`src/rtl/fetch_pkg.sv`:
```
// Shared types and constants for the instruction-fetch controller.
package fetch_pkg;

  typedef enum logic [1:0] {
    IDLE = 2'd0,
    REQ  = 2'd1,
    WAIT = 2'd2,
    FULL = 2'd3
  } fetch_state_t;

  localparam logic [31:0] RESET_PC_DEFAULT = 32'h0000_0000;
  localparam int unsigned PC_INCR          = 4;
  localparam logic [31:0] NOP              = 32'h0000_0013;

endpackage

```
`src/rtl/fetch_skid_buf.sv`:
```
// One-entry {instr, pc} holding buffer used when decode stalls while a
// fetch response is arriving. Flush wins over load, load wins over unload.
module fetch_skid_buf #(
  parameter int XLEN = 32
) (
  input  logic            clk,
  input  logic            rst,
  input  logic            load,
  input  logic            unload,
  input  logic            flush,
  input  logic [XLEN-1:0] instr_in,
  input  logic [XLEN-1:0] pc_in,
  output logic [XLEN-1:0] instr_out,
  output logic [XLEN-1:0] pc_out,
  output logic            full
);

  // Occupancy flag: the only control state in the buffer.
  always_ff @(posedge clk or negedge rst) begin
    if (!rst) begin
      full <= 1'b0;
    end else if (flush) begin
      full <= 1'b0;
    end else if (load) begin
      full <= 1'b1;
    end else if (unload) begin
      full <= 1'b0;
    end
  end

  // Payload capture; contents are meaningless while full is low.
  always_ff @(posedge clk) begin
    if (load) begin
      instr_out <= instr_in;
      pc_out    <= pc_in;
    end
  end

endmodule

```
`src/rtl/if_fetch_ctrl.sv`:
```
// Instruction-fetch controller: drives PC_Next for an external PC register
// that loads every cycle, keeps one memory read in flight at most, and
// hands instruction/PC pairs to decode through a registered output plus a
// one-entry skid buffer. Branch/jump redirects cancel in-flight work.
// Optional build macro FETCH_ALIGN_CHECK_EN: flags misaligned redirect
// targets on fetch_misalign and forces the target's low two bits to zero.
module if_fetch_ctrl
  import fetch_pkg::*;
#(
  parameter int              XLEN     = 32,
  parameter logic [XLEN-1:0] RESET_PC = XLEN'(RESET_PC_DEFAULT)
) (
  input  logic            clk,
  input  logic            rst,
  input  logic [XLEN-1:0] PC,
  output logic [XLEN-1:0] PC_Next,
  output logic            imem_req,
  output logic [XLEN-1:0] imem_addr,
  input  logic            imem_gnt,
  input  logic            imem_rvalid,
  input  logic [XLEN-1:0] imem_rdata,
  input  logic            redirect_valid,
  input  logic [XLEN-1:0] redirect_pc,
  input  logic            stall,
  output logic [XLEN-1:0] InstrD,
  output logic [XLEN-1:0] PCD,
  output logic            valid_d,
  output logic            fetch_misalign
);

  localparam logic [XLEN-1:0] INCR = XLEN'(PC_INCR);

  function automatic logic [XLEN-1:0] redirect_target(input logic [XLEN-1:0] t);
`ifdef FETCH_ALIGN_CHECK_EN
    return {t[XLEN-1:2], 2'b00};
`else
    return t;
`endif
  endfunction

  fetch_state_t    state_q, state_d;
  logic            drop_q, drop_d;
  logic [XLEN-1:0] req_pc;
  logic [XLEN-1:0] pc_next_c;
  logic            redir;
  logic            ld_req_pc, ld_out_mem, ld_out_skid, clr_out;
  logic            skid_load, skid_unload, skid_flush;
  logic [XLEN-1:0] skid_instr, skid_pc;
  logic            skid_full;

  assign redir     = redirect_valid && (state_q != IDLE);
  assign imem_req  = (state_q == REQ);
  assign imem_addr = PC;
  // The PC register is reset alongside us, so hold it at RESET_PC meanwhile.
  assign PC_Next   = rst ? pc_next_c : RESET_PC;

  // State and drop-flag register.
  always_ff @(posedge clk or negedge rst) begin
    if (!rst) begin
      state_q <= IDLE;
      drop_q  <= 1'b0;
    end else begin
      state_q <= state_d;
      drop_q  <= drop_d;
    end
  end

  // Next-state, next-PC and datapath load decisions; redirect overrides last.
  always_comb begin
    state_d     = state_q;
    drop_d      = drop_q;
    pc_next_c   = PC;
    ld_req_pc   = 1'b0;
    ld_out_mem  = 1'b0;
    ld_out_skid = 1'b0;
    clr_out     = 1'b0;
    skid_load   = 1'b0;
    skid_unload = 1'b0;
    skid_flush  = 1'b0;
    case (state_q)
      IDLE: state_d = REQ;
      REQ: begin
        if (imem_gnt) begin
          ld_req_pc = 1'b1;
          pc_next_c = PC + INCR;
          state_d   = WAIT;
          if (redir) drop_d = 1'b1;
        end
      end
      WAIT: begin
        if (redir) begin
          if (imem_rvalid) begin
            drop_d  = 1'b0;
            state_d = REQ;
          end else begin
            drop_d  = 1'b1;
          end
        end else if (imem_rvalid) begin
          state_d = REQ;
          if (drop_q) begin
            drop_d = 1'b0;
          end else if (!valid_d || !stall) begin
            ld_out_mem = 1'b1;
          end else begin
            skid_load = 1'b1;
            state_d   = FULL;
          end
        end
      end
      FULL: begin
        if (redir) begin
          state_d = REQ;
        end else if (!stall) begin
          ld_out_skid = 1'b1;
          skid_unload = 1'b1;
          state_d     = REQ;
        end
      end
      default: state_d = IDLE;
    endcase
    if (redir) begin
      pc_next_c  = redirect_target(redirect_pc);
      clr_out    = 1'b1;
      skid_flush = 1'b1;
    end
  end

  // Address of the outstanding request, tagged onto its response.
  always_ff @(posedge clk) begin
    if (ld_req_pc) req_pc <= PC;
  end

  // Decode-facing output register: redirect clears, stall holds.
  always_ff @(posedge clk or negedge rst) begin
    if (!rst) begin
      valid_d <= 1'b0;
      InstrD  <= '0;
      PCD     <= '0;
    end else if (clr_out) begin
      valid_d <= 1'b0;
    end else if (ld_out_mem) begin
      valid_d <= 1'b1;
      InstrD  <= imem_rdata;
      PCD     <= req_pc;
    end else if (ld_out_skid) begin
      valid_d <= 1'b1;
      InstrD  <= skid_instr;
      PCD     <= skid_pc;
    end else if (!stall) begin
      valid_d <= 1'b0;
    end
  end

  fetch_skid_buf #(.XLEN(XLEN)) u_skid (
    .clk       (clk),
    .rst       (rst),
    .load      (skid_load),
    .unload    (skid_unload),
    .flush     (skid_flush),
    .instr_in  (imem_rdata),
    .pc_in     (req_pc),
    .instr_out (skid_instr),
    .pc_out    (skid_pc),
    .full      (skid_full)
  );

`ifdef FETCH_ALIGN_CHECK_EN
  // One-cycle pulse when a redirect target is not word aligned.
  always_ff @(posedge clk or negedge rst) begin
    if (!rst) begin
      fetch_misalign <= 1'b0;
    end else begin
      fetch_misalign <= redir && (redirect_pc[1:0] != 2'b00);
    end
  end
`else
  assign fetch_misalign = 1'b0;
`endif

  // skid_full mirrors the FULL state; kept visible for debug only.
  logic unused_skid_full;
  assign unused_skid_full = skid_full;

endmodule

```
`config.mk`:
```
export PLATFORM = sky130hd
export DESIGN_NAME = if_fetch_ctrl
export DESIGN_NICKNAME = d
export VERILOG_FILES = /design/src/rtl/fetch_pkg.sv /design/src/rtl/fetch_skid_buf.sv /design/src/rtl/if_fetch_ctrl.sv
export SDC_FILE = /design/constraint.sdc
export NUM_CORES = 1
export LEC_CHECK = 0
export ABC_AREA = 0
export BUFFER_PORTS_ARGS = -buffer_cell sky130_fd_sc_hd__clkbuf_2
export CELL_PAD_IN_SITES_DETAIL_PLACEMENT = 0
export CELL_PAD_IN_SITES_GLOBAL_PLACEMENT = 1
export CORE_UTILIZATION = 40
export CTS_BUF_LIST = sky130_fd_sc_hd__clkbuf_4 sky130_fd_sc_hd__clkbuf_8
export CTS_CLUSTER_SIZE = 16
export DETAILED_ROUTE_END_ITERATION = 16
export PLACE_DENSITY_LB_ADDON = 0.1
export SYNTH_ARGS = -nofsm -noshare
export SYNTH_HDL_FRONTEND = slang
export SYNTH_HIERARCHICAL = 1
export SYNTH_SLANG_ARGS = --single-unit
export TNS_END_PERCENT = 1
```
`constraint.sdc`:
```
create_clock -name clk -period 7.35 [get_ports clk]
set_input_delay 0.735 -clock clk [delete_from_list [all_inputs] [get_ports clk]]
set_output_delay 0.735 -clock clk [all_outputs]
set_load 0.1 [all_outputs]
```
==> results.md <==
- Status: complete, no violations
- RSZ-0062 raised after global routing: no
- Clk slew on worst S/H paths: 0.08 ns
- Worst-path maximum fanout: 9
- Drt drc: 0
- Initial antenna violation count: 0
- # setup viols final: 0
- Min Clock Period, post-route: 4.11 ns
- Post-Syn Area: 0.00737 mm2
- Final TNS setup: 0 ns
- Critical path startpoint category: flip-flop
- Routability-driven placement congestion ratio: 0.809
- Crit path from: state_q[1]$_DFFE_PN0P_
- Internal: 0.00186 W
- CP Capture Point: PC_Next[31]
- Critical Path AT: 3.37 ns
- Hold_buf cts: 0
- Hold Path Class: primary input to asynchronous set/reset pin
- Clk buf depth: 2
- Worst-Margin Slew: around 1.2 ns
- R2r endpoint: InstrD[16]$_DFFE_PN0P_
- Routed Wire Length: 17700 um
- Die area: 0.0190 mm2
- Register-to-Register Path Depth: 8
- Slew Viols, Final: 0
- Max-cap violations: 0
- Core Area: 0.0180 mm2
- CTS buffer count: 17
- CTS tree: built
- Placed instance area: 0.00844 mm2
- Tcrit/Tclk final: 55.9%
- Synth warn: 6
- Syn Nets: 713
- Via density per instance: 4.97
- Drt wl/cell: 17.1 um
- Net Switching: between 0.002 and 0.0025 W
- FF-to-FF Start: state_q[1]$_DFFE_PN0P_
- CTS sink count: 164
- Total grt overflow: 0
- Max Clk Rate: 0.244 GHz
- Final #Nets: 903
- Post-route cell area: between 0.008 and 0.009 mm2
- Clk Latency, worst-skew pair: 0.44 ns
- Reg2reg setup slack: 4.17 ns
- Port Buffers: around 230
- Starting DRT DRC Count: between 200 and 300
- Post-CTS resize count: 0
- Cell Rows: a little under 50
- Largest net degree at the start of global routing: between 100 and 150
- H-tree depth: 4
- Power Total: about 0.0042 W
- Setup CP Type: flip-flop to output port
- Sw Ratio: 56.1%
- Total GRT Usage: 18.9%
- Global-route wire length before repair: 26700 um
- Via count: 5154
- Number of global-route vias before repair: between 5000 and 6000
- Die Height: around 140 um
- Clk_skew: between 0.015 and 0.02 ns
- Comb power frac: between 50% and 60%
- VDD IR max: 301 uV
- Starting density of the core: 40.9%
- Average size of a mapped cell: 12.2 um2
- Gate Count Post-Synth: between 600 and 700
- Slew HR: 20.6%
- Ant diodes: 0
- Clock group share of total power: approximately 16%
- Layout cell share with drive strength beyond 1: 34.7%
- Crit. End Element: output port
- Fin. Hold Viols: 0
- Drt first pass iters: 5
- Pwr/cell area: 479 mW/mm2
- DP HPWL: 12000 um
- Post-CTS Setup Bufs: 0
- Worst path required time: 6.61 ns
- ANT nets after route: 0
- Pleak: between 4 and 5 nW
- Root buf cell: clkbuf_8
- Boundary Pins: 233
- Register share of total power: 31.1%
- Die W: between 100 and 150 um
- Syn-to-layout area delta: 20.0%
==> layer usage <==
metal | routed length (um) | up-vias | share of wire, % | global-route usage [%]
li1 | - | 2511 | - | -
met1 | 7980 | 2450 | 45 | 24.0
met2 | 8510 | 183 | 48 | 31.3
met3 | 1090 | 10 | 6.2 | 4.64
met4 | 146 | 0 | 0.82 | 6.22
met5 | 0 | - | 0 | 0
==> placed cells by master, fill, tap and decap left out, types with 2 or more instances in the layout <==
cell type and n:
a211oi_1 7, a21oi_1 24, and3_1 4, buf_4 6, bufinv_16 2, clkbuf_2 230, clkbuf_4 3, clkbuf_8 19
clkinvlp_4 3, dfrtp_1 68, edfxtp_1 96, ha_1 6, inv_1 7, inv_6 3, mux2i_1 65, nand2_1 85
nand3_1 11, nand4_1 9, nor2_1 14, nor3_1 4, nor4_1 2, nor4_2 2, o21ai_0 87, xnor2_1 6
xor2_1 23
==> area by class of cell <==
cell class / instances / area (um2)
inverter: 8 / 30.0
clock inverter: 10 / 123
timing repair buffer: 236 / 1200
fill: 1700 / 9180
multi-input combinational: 368 / 2340
sequential: 164 / 4580
tap: 229 / 287
clock buffer: 22 / 284
==> power by group through the flow <==
stage                     registers (W)  clock network [W]  logic (W)
after floorplan                 0.00256                  0   0.000672
after global placement          0.00133                  0    0.00226
final                           0.00132           0.000661    0.00226
after detailed placement        0.00134                  0    0.00227
after global routing            0.00135           0.000715    0.00235
after CTS                       0.00132           0.000684    0.00227
==> worst min-delay path by stage <==
stage / start / endpoint
4_1_cts: rst / PCD[19]$_DFFE_PN0P_
6_report: rst / InstrD[28]$_DFFE_PN0P_
2_1_floorplan: req_pc[0]$_DFFE_PP_ / u_skid/pc_out[0]$_DFFE_PP_
3_5_place_dp: req_pc[10]$_DFFE_PP_ / u_skid/pc_out[10]$_DFFE_PP_
3_3_place_gp: req_pc[17]$_DFFE_PP_ / u_skid/pc_out[17]$_DFFE_PP_
5_1_grt: rst / InstrD[28]$_DFFE_PN0P_
==> through the flow <==
stage	hold slack [ns]	util (%)	setup WS [ns]	instances
after global placement	0.430	46.8	3.65	1005
after global routing	0.262	49.1	3.06	1037
after detailed placement	0.433	46.8	3.56	1005
final	0.273	49.1	3.24	1037
after floorplan	0.426	-	1.27	605
after CTS	0.254	49.1	3.19	1037
==> sequential cells by signal (all words and copies together) (netlist names) <==
register	cells
req_pc	32
u_skid/instr_out	32
drop_q	1
u_skid/pc_out	32
valid_d	1
PCD	32
state_q	2
InstrD	32
==> critical path: stages (launching register included) <==
cell and delay [ns]:
dfrtp_1 0.41, inv_1 0.13, ha_1 0.30, nand4_4 0.19
nor4_4 0.66, nand3_1 0.26, xor2_1 0.23, o31ai_1 0.26
clkbuf_2 0.51
Power figures use the tool's default switching activity.
